===== config.mk =====
export PLATFORM = sky130hd
export DESIGN_NAME = stream_fifo_quota_arbiter
export DESIGN_NICKNAME = d
export VERILOG_FILES = /design/src/rtl/stream_fifo_quota_arbiter.sv
export SDC_FILE = /design/constraint.sdc
export NUM_CORES = 1
export LEC_CHECK = 0
export BUFFER_PORTS_ARGS = -buffer_cell sky130_fd_sc_hd__buf_2
export CORE_MARGIN = 8
export CORE_UTILIZATION = 30
export DETAILED_ROUTE_END_ITERATION = 8
export GPL_TIMING_DRIVEN = 0
export PLACE_DENSITY = 0.65
export SLEW_MARGIN = 20
export SYNTH_ARGS = -nofsm -noshare
export SYNTH_HDL_FRONTEND = slang
export SYNTH_SLANG_ARGS = --single-unit

===== constraint.sdc =====
create_clock -name clk -period 2.7 [get_ports clk]
set_input_delay 0.54 -clock clk [delete_from_list [all_inputs] [get_ports clk]]
set_output_delay 0.54 -clock clk [all_outputs]
set_load 0.01 [all_outputs]

===== src/rtl/stream_fifo_quota_arbiter.sv =====
// Round-robin write-port arbiter for a shared stream FIFO with a per-source
// occupancy quota. Each push is tagged with its source id; the consumer hands
// the id back on the release port when the entry leaves the FIFO.

// Per-requester occupancy counter: +1 on push, -1 on release, flags an
// underflowing release instead of wrapping.
module stream_fifo_quota_cnt #(
   parameter int QCNT_WIDTH = 2
) (
   input  logic                  clk,
   input  logic                  rst,
   input  logic                  inc,
   input  logic                  dec,
   output logic [QCNT_WIDTH-1:0] occ,
   output logic                  err_pulse
);
   // A release with nothing resident is an upstream bug; hold at 0 and report.
   assign err_pulse = dec && !inc && (occ == '0);

   // Push and release in the same cycle cancel out.
   always_ff @(posedge clk) begin
      if (rst)
         occ <= '0;
      else if (inc && !dec)
         occ <= occ + QCNT_WIDTH'(1);
      else if (dec && !inc && (occ != '0))
         occ <= occ - QCNT_WIDTH'(1);
   end
endmodule

module stream_fifo_quota_arbiter #(
   parameter int NUM_REQ    = 4,
   parameter int ID_WIDTH   = 2,
   parameter int DATA_WIDTH = 32,
   parameter int QUOTA      = 2,
   parameter int QCNT_WIDTH = 2
) (
   input  logic                             clk,
   input  logic                             rst,
   input  logic [NUM_REQ-1:0]               req_valid_i,
   output logic [NUM_REQ-1:0]               req_ready_o,
   input  logic [NUM_REQ*DATA_WIDTH-1:0]    req_data_i,
   output logic                             w_valid_o,
   input  logic                             w_ready_i,
   output logic [DATA_WIDTH-1:0]            w_data_o,
   output logic [ID_WIDTH-1:0]              w_id_o,
   input  logic                             rel_valid_i,
   input  logic [ID_WIDTH-1:0]              rel_id_i,
   output logic [NUM_REQ*QCNT_WIDTH-1:0]    occ_o,
   output logic                             err_o
);
   typedef enum logic {ARB, HOLD} state_t;

   state_t                               state, state_nxt;
   logic [ID_WIDTH-1:0]                  ptr, lock_id, grant, rr_grant, idx;
   logic                                 rr_any, w_valid, fire;
   logic [NUM_REQ-1:0]                   eligible, inc, dec, err_pulse;
   logic [NUM_REQ-1:0][QCNT_WIDTH-1:0]   occ;

   // Per-lane eligibility, counters and ready/occupancy fan-out.
   for (genvar i = 0; i < NUM_REQ; i++) begin : g_lane
      assign eligible[i] = req_valid_i[i] && (occ[i] < QCNT_WIDTH'(QUOTA));
      assign inc[i]      = fire && (grant == ID_WIDTH'(i));
      assign dec[i]      = rel_valid_i && (rel_id_i == ID_WIDTH'(i));
      assign req_ready_o[i] = inc[i];
      assign occ_o[i*QCNT_WIDTH +: QCNT_WIDTH] = occ[i];

      stream_fifo_quota_cnt #(.QCNT_WIDTH(QCNT_WIDTH)) u_cnt (
         .clk       (clk),
         .rst       (rst),
         .inc       (inc[i]),
         .dec       (dec[i]),
         .occ       (occ[i]),
         .err_pulse (err_pulse[i])
      );
   end

   // Rotating priority scan starting at ptr; scanning downward lets the
   // nearest eligible index overwrite farther ones.
   always_comb begin
      rr_any   = 1'b0;
      rr_grant = ptr;
      idx      = ptr;
      for (int k = NUM_REQ-1; k >= 0; k--) begin
         idx = ptr + ID_WIDTH'(k);
         if (eligible[idx]) begin
            rr_any   = 1'b1;
            rr_grant = idx;
         end
      end
   end

   // Next state and grant: HOLD pins the offered grant so data stays stable
   // under backpressure; a dropped valid abandons it.
   always_comb begin
      state_nxt = state;
      grant     = rr_grant;
      w_valid   = rr_any;
      case (state)
         ARB: begin
            if (w_valid && !w_ready_i) state_nxt = HOLD;
         end
         HOLD: begin
            grant   = lock_id;
            w_valid = eligible[lock_id];
            if (w_valid && w_ready_i)      state_nxt = ARB;
            else if (!req_valid_i[lock_id]) state_nxt = ARB;
         end
         default: state_nxt = ARB;
      endcase
      if (rst) w_valid = 1'b0;
   end

   assign fire      = w_valid && w_ready_i;
   assign w_valid_o = w_valid;
   assign w_id_o    = grant;
   assign w_data_o  = req_data_i[grant*DATA_WIDTH +: DATA_WIDTH];

   // State, rotation pointer and held grant.
   always_ff @(posedge clk) begin
      if (rst) begin
         state   <= ARB;
         ptr     <= '0;
         lock_id <= '0;
      end else begin
         state <= state_nxt;
         if (fire) ptr <= grant + ID_WIDTH'(1);
         if (state == ARB && w_valid && !w_ready_i) lock_id <= grant;
      end
   end

   // Sticky release-underflow flag.
   always_ff @(posedge clk) begin
      if (rst)             err_o <= 1'b0;
      else if (|err_pulse) err_o <= 1'b1;
   end
endmodule


### Word-level counts from Yosys, hierarchy flattened

Index checks and enable logic that the tools add are counted.
W data, S select, Z words.

| cells by class | value |
|---|---|
| add/sub/neg operators | 12 |
| magnitude comparators | 9 |
| equal/unequal tests | 6 |
| shift operators | 1 |
| multiplexer cells | 35 |
| bitwise logic cells | 1 |
| reduce and logical (&&, ||, !) cells | 57 |

Operators with widths:

| cell | number |
|---|---|
| $shiftx A128 B8 Y32 | 1 |
| $logic_and A1 B1 Y1 | 33 |
| $mux W2 | 13 |
| $reduce_bool A2 Y1 | 8 |
| $lt A2 B3 Y1 const B | 5 |
| $mux W1 | 15 |
| $add A2 B1 Y2 const B | 6 |
| $bmux W1 S2 | 6 |
| $logic_not A2 Y1 | 6 |
| $logic_not A1 Y1 | 9 |
| $eq A2 B2 Y1 const B | 4 |
| $lt A2 B2 Y1 const B | 4 |
| $sub A2 B1 Y2 const B | 4 |
| $add A2 B2 Y2 const B | 2 |
| $eq A2 B1 Y1 const B | 2 |
| $reduce_or A4 Y1 | 1 |
| $pmux W1 S2 | 1 |
| $not A1 Y1 | 1 |

| storage, ports and cells | value |
|---|---|
| register bits after elaboration | 14 |
| bits of input ports | 138 |
| output and inout bits | 48 |
| word-level logic and storage cells | 129 |

### Depth between registers and ports, before layout

| depth | value |
|---|---|
| depth in word-level cells | 17 |
| depth in mapped cells | 8 |

### Modules after synthesis

Synthesis repeated with hierarchy kept, for this count alone.

| second synthesis, totals | value |
|---|---|
| cell total of the unflattened synthesis | 221 |
| area total of the unflattened synthesis | 2,090.8 um^2 |

By module, submodules not included:

| module | times used | cells each | area each (um^2) |
|---|---|---|---|
| stream_fifo_quota_arbiter | 1 | 169 | 1,575.3 |
| stream_fifo_quota_cnt | 4 | 13 | 128.9 |

### Worst setup path before layout

No wires, ideal clock.

| timing path | value |
|---|---|
| path kind | input -> output |
| start | input port req_valid_i[3] |
| end | output port w_data_o[10] |
| data arrival time | 2.092 ns |
| setup slack | 0.068 ns |
| stages on the path | 7 |
| path buffers | 2 |
| path through | nor2b_2 > nor2_1 > o21ai_1 > a32oi_4 > buf_2 > clkbuf_1 > a21oi_1 |

| between the ends | value |
|---|---|
| word-level cells in the longest chain between the ends | 9 |
| elaborated cells between the ends (all ways) | 15 |
| those cells by class | 1 x shift; 13 x mux; 1 x reduce/logical |

Ends and longest elaborated chain:

| element | line | source |
|---|---|---|
| start: declaration | 40 | `input logic [NUM_REQ-1:0] req_valid_i,` |
| $logic_and A1 B1 Y1 (*) | 62 | `assign eligible[i] = req_valid_i[i] && (occ[i] < QCNT_WIDTH'(QUOTA));` |
| $bmux W1 S2 | 86 | `if (eligible[idx]) begin` |
| $mux W1 (not written as such) | 86 |  |
| $mux W2 (3 in series) | 86 |  |
| $mux W2 (*) | 86 |  |
| $mux W2 (*) | 99 | `case (state)` |
| $shiftx A128 B8 Y32 (*) | 117 | `assign w_data_o = req_data_i[grant*DATA_WIDTH +: DATA_WIDTH];` |
| end: declaration | 45 | `output logic [DATA_WIDTH-1:0] w_data_o,` |

Mark *: on every way between the ends. The rest lies on a longest branch, timed or not. The select of a mux whose other input is x is not followed.

### Final worst setup path

| timing path | value |
|---|---|
| start | input port req_valid_i[0] |
| end | output port w_data_o[23] |

Same word-level chain as after synthesis.

==> flow_summary.html <==
<table>
<tr><th>Metric</th><th>Value</th></tr>
<tr><th colspan="2">Logic synthesis</th></tr>
<tr><td>Top cell type's share of synthesized area</td><td>16.28%</td></tr>
<tr><td>Post-synthesis instance area</td><td>0.002091 sq mm</td></tr>
<tr><td>Ys Warns</td><td>0</td></tr>
<tr><td>Synth area leaders</td><td>mux2i_1, dfxtp_1, a211oi_1, a21oi_1, nor2b_1</td></tr>
<tr><td>Fraction of synthesized area in multiplexers</td><td>17.35%</td></tr>
<tr><td>Total of flip-flops plus latches after synthesis</td><td>14</td></tr>
<tr><td>Area fraction in compound gates after synthesis</td><td>32.02%</td></tr>
<tr><td>Combinational family with the most area after synthesis</td><td>compound AO/OA/AOI/OAI gates</td></tr>
<tr><td>Mean instance size in the synthesized netlist</td><td>7.687 sq um</td></tr>
<tr><td>Ranking of synthesized cells by instance count</td><td>a21oi_1, a211oi_1, mux2i_1</td></tr>
<tr><td>Post-synthesis xor/xnor area fraction</td><td>2.095%</td></tr>
<tr><td>Primary FF master, synth</td><td>dfxtp_1</td></tr>
<tr><td>Asr flop ratio synth</td><td>0%</td></tr>
<tr><td>Sequential share of the synthesized area</td><td>13.41%</td></tr>
<tr><td>Biggest area consumer among synthesized cells</td><td>mux2i_1</td></tr>
<tr><td>Share of synthesized cell area in full adder, half adder and majority cells</td><td>0%</td></tr>
<tr><td>Number of enable flip-flop cells after synthesis</td><td>0</td></tr>
<tr><td>Area share of and/or/nand/nor cells after synthesis</td><td>26.63%</td></tr>
<tr><td>Number of distinct library cells after synthesis</td><td>47</td></tr>
<tr><td>Dominant cell by count in the synthesized netlist</td><td>a21oi_1</td></tr>
<tr><td>Synthesized Nets</td><td>410</td></tr>
<tr><td>Number of cells produced by synthesis</td><td>272</td></tr>
<tr><th colspan="2">Clock tree</th></tr>
<tr><td>Maximum buffer depth of the clock tree</td><td>2</td></tr>
<tr><td>Clock transition at path regs</td><td>60 ps</td></tr>
<tr><td>CTS sink cnt</td><td>14</td></tr>
<tr><td>CTS tree</td><td>done</td></tr>
<tr><td>Total CTS buffers</td><td>3</td></tr>
<tr><td>H-tree depth</td><td>1</td></tr>
<tr><td>Root buffer selected by CTS</td><td>clkbuf_8</td></tr>
<tr><td>Clock latency on the worst-skew pair</td><td>240 ps</td></tr>
<tr><th colspan="2">Critical path</th></tr>
<tr><td>Critical R2R Capture</td><td>err_o</td></tr>
<tr><td>Length in cells of the worst reg-to-reg path</td><td>13</td></tr>
<tr><td>Worst reg2reg startpoint</td><td>g_lane[0].u_cnt.occ[1]</td></tr>
<tr><td>Timing startpoint of the critical path</td><td>req_valid_i[0]</td></tr>
<tr><td>Crit-path max cell delay</td><td>320 ps</td></tr>
<tr><td>Cell type group with the largest total delay on the critical path</td><td>compound AO/OA/AOI/OAI gates</td></tr>
<tr><td>Buffers plus inverters on the worst setup path</td><td>5</td></tr>
<tr><td>Critical Path Sink</td><td>w_data_o[23]</td></tr>
<tr><td>CP max FO</td><td>10</td></tr>
<tr><td>Category of the worst setup path capture point</td><td>output port</td></tr>
<tr><td>Cell-by-cell listing of the critical path</td><td>buf_8 &gt; and3b_1 &gt; a211o_1 &gt; a221oi_4 &gt; buf_4 &gt; buf_12 &gt; buf_6 &gt; a211oi_2 &gt; a21oi_1 &gt; buf_2</td></tr>
<tr><td>Worst Path Arrival</td><td>2340 ps</td></tr>
<tr><td>Cell with the largest stage delay on the worst path</td><td>a221oi_4</td></tr>
<tr><td>Path type of the worst setup path</td><td>in2out</td></tr>
<tr><td>Startpoint type of the worst setup path</td><td>input port</td></tr>
<tr><td>Reg-to-reg slack, setup</td><td>90 ps</td></tr>
<tr><td>Worst path required time</td><td>2160 ps</td></tr>
<tr><td>CP Depth</td><td>10</td></tr>
<tr><th colspan="2">Global route</th></tr>
<tr><td>Maximum number of pins on one net before global-route repair</td><td>11</td></tr>
<tr><td>Global-route congestion overflow total</td><td>0</td></tr>
<tr><td>Overall routing resource usage</td><td>18.64%</td></tr>
<tr><td>Number of antenna violations at the first check in global routing</td><td>0</td></tr>
<tr><td>Via count of the first global-routing pass</td><td>3126</td></tr>
<tr><td>Global-route wire length before repair</td><td>15230 um</td></tr>
<tr><th colspan="2">Placed design</th></tr>
<tr><td>Pre-CTS setup slack</td><td>-646.0 ps</td></tr>
<tr><td>Placed cell area</td><td>0.003112 sq mm</td></tr>
<tr><td>RePlAce Congestion</td><td>0.8067</td></tr>
<tr><td>HPWL after detailed placement</td><td>7727 um</td></tr>
<tr><td>Count of port buffers added during placement</td><td>184</td></tr>
<tr><td>Post-Place Cells</td><td>536</td></tr>
<tr><th colspan="2">Final layout</th></tr>
<tr><td>Fin util</td><td>56.63%</td></tr>
<tr><td>Nets</td><td>628</td></tr>
<tr><td>Final non-filler cell area</td><td>0.003826 sq mm</td></tr>
<tr><td>Antenna cells</td><td>0</td></tr>
<tr><td>Area growth from synthesis to layout</td><td>83.00%</td></tr>
<tr><td>Post-route non-filler standard cell count</td><td>568</td></tr>
<tr><td>Layout cells sized above 1</td><td>58.40%</td></tr>
<tr><td>Filler cells</td><td>625</td></tr>
<tr><th colspan="2">Route</th></tr>
<tr><td>Drt drc</td><td>0</td></tr>
<tr><td>Total Routed Length</td><td>9906 um</td></tr>
<tr><td>Number of design-rule violations left by the first detailed-router iteration</td><td>72</td></tr>
<tr><td>Number of iterations in the first detailed-routing pass</td><td>4</td></tr>
<tr><td>Total number of vias</td><td>2938</td></tr>
<tr><td>Routed WL per cell</td><td>17.44 um</td></tr>
<tr><td>Remaining number of nets flagged by the antenna check after routing</td><td>0</td></tr>
<tr><td>Via density per instance</td><td>5.173</td></tr>
<tr><th colspan="2">Status</th></tr>
<tr><td>Violated checks</td><td>negative setup slack</td></tr>
<tr><td>Status</td><td>complete, but fails checks</td></tr>
<tr><th colspan="2">Power and ir drop</th></tr>
<tr><td>Worst voltage drop across the vdd grid</td><td>187.0 uV</td></tr>
<tr><td>Cell area power density</td><td>398.5 mW/mm^2</td></tr>
<tr><td>Static Leakage</td><td>1.809 nW</td></tr>
<tr><td>Power consumption</td><td>1.525 mW</td></tr>
<tr><th colspan="2">STA</th></tr>
<tr><td>RSZ-0062 raised after global routing</td><td>yes</td></tr>
<tr><td>Setup TNS</td><td>-4688 ps</td></tr>
<tr><td>Maximum clock skew at final layout</td><td>4.439 ps</td></tr>
<tr><td>Worst slew pin tran</td><td>577.5 ps</td></tr>
<tr><td>Rel. slew slack</td><td>61.50%</td></tr>
<tr><td>Number of max-slew violations in the final report</td><td>0</td></tr>
<tr><td>Final setup viols</td><td>34</td></tr>
<tr><td>Tcrit/Tclk final</td><td>106.5%</td></tr>
<tr><td>Final hold vios</td><td>0</td></tr>
<tr><td>Minimum period implied by the final worst setup slack</td><td>2877 ps</td></tr>
<tr><td>Worst path setup slack after routing</td><td>-176.5 ps</td></tr>
<tr><td>Min Hold Slack</td><td>526.8 ps</td></tr>
<tr><td>Fmax</td><td>347.6 MHz</td></tr>
<tr><th colspan="2">Hold path</th></tr>
<tr><td>Class of the tightest hold or removal check</td><td>reg2reg</td></tr>
<tr><td>Number of cells on the worst hold path</td><td>2</td></tr>
<tr><th colspan="2">Floorplanning</th></tr>
<tr><td>Full die area</td><td>0.009896 sq mm</td></tr>
<tr><td>Die Wd</td><td>99.48 um</td></tr>
<tr><td>Top Ports</td><td>186</td></tr>
<tr><td>Standard-cell row count</td><td>30</td></tr>
<tr><td>Initial Utilization</td><td>30.94%</td></tr>
<tr><td>Height of the die</td><td>99.48 um</td></tr>
<tr><td>Core footprint</td><td>0.006756 sq mm</td></tr>
<tr><th colspan="2">Flow run</th></tr>
<tr><td>Max-cap check violation count</td><td>0</td></tr>
</table>
-- cell usage in the layout, fill, tap and decap left out, types with 5 or more instances in the layout --
cell type | Yosys | final
buf_2 | 5 | 181
a21oi_1 | 44 | 42
mux2i_1 | 34 | 31
nor2b_1 | 33 | 31
buf_4 | 9 | 22
a211oi_1 | 35 | 20
a211oi_2 | 0 | 14
buf_6 | 1 | 13
dfxtp_1 | 14 | 9
inv_1 | 8 | 8
o21ai_0 | 8 | 8
nor2_1 | 10 | 8
buf_12 | 0 | 7
nand2_1 | 7 | 7
nor3_1 | 6 | 5
-- layer usage --
layer  up-vias  wire length (um)  share of wire (%)  track usage, %
li1       1448                 -                  -               -
met1      1358              3923                 40           20.92
met2       122              5116                 52           33.88
met3        10               741                7.5           5.726
met4         0               125                1.3           3.260
met5         -                 0                  0               0
-- flip-flops by register name, indices dropped and copies added, names as in the netlist --
name,cells
g_lane.u_cnt.occ,8
lock_id,2
ptr,2
err_o,1
state,1
-- worst min-delay path, delay by kind of cell (launching register included) --
kind               cells  cell delay (ps)
AOI/OAI and AO/OA      2              150
DFF                    1              340
-- area by class of cell --
class                   count  area [sq um]  share of cell area (%)
multi-input cells         224          1809                   47.29
repair buffers            215          1314                   34.34
flip-flops and latches     14         291.5                   7.619
plain buffers              23         234.0                   6.115
well taps                  80         100.1                   2.616
clock buffers               3         41.29                   1.079
inverters                   9         36.28                  0.9483
-- where the power goes --
part / switching, mW / internal [mW]
clock: 0.0765 / 0.0986
sequential: 0.0142 / 0.216
combinational: 0.544 / 0.575
-- what timing repair did --
action / 4_1_cts / 5_1_grt
hold buffers: 0 / 0
gates cloned: 2 / 4
setup buffers: 19 / 8
setup endpoints to repair: 36 / 37
pin swaps: 30 / 17
gates resized for setup: 71 / 29
-- kinds of logic after synthesis --
kind of cell | Yosys count
xor gates and xnor gates | 5
DFF | 14
AOI/OAI and AO/OA | 101
muxes | 35
and+or+nand+nor | 83
buffers and inverters | 34
-- worst min path at each step --
stage / to / start / slack (ps)
final: g_lane[3].u_cnt.occ[1] / g_lane[3].u_cnt.occ[0] / 530
after global routing: g_lane[2].u_cnt.occ[1] / g_lane[2].u_cnt.occ[1] / 550
after CTS: g_lane[0].u_cnt.occ[1] / g_lane[0].u_cnt.occ[0] / 530
after global placement: g_lane[3].u_cnt.occ[1] / g_lane[3].u_cnt.occ[0] / 520
after floorplan: ptr[0] / ptr[0] / 490
after detailed placement: g_lane[0].u_cnt.occ[1] / g_lane[0].u_cnt.occ[0] / 520
(Power assumes the default switching activity.)
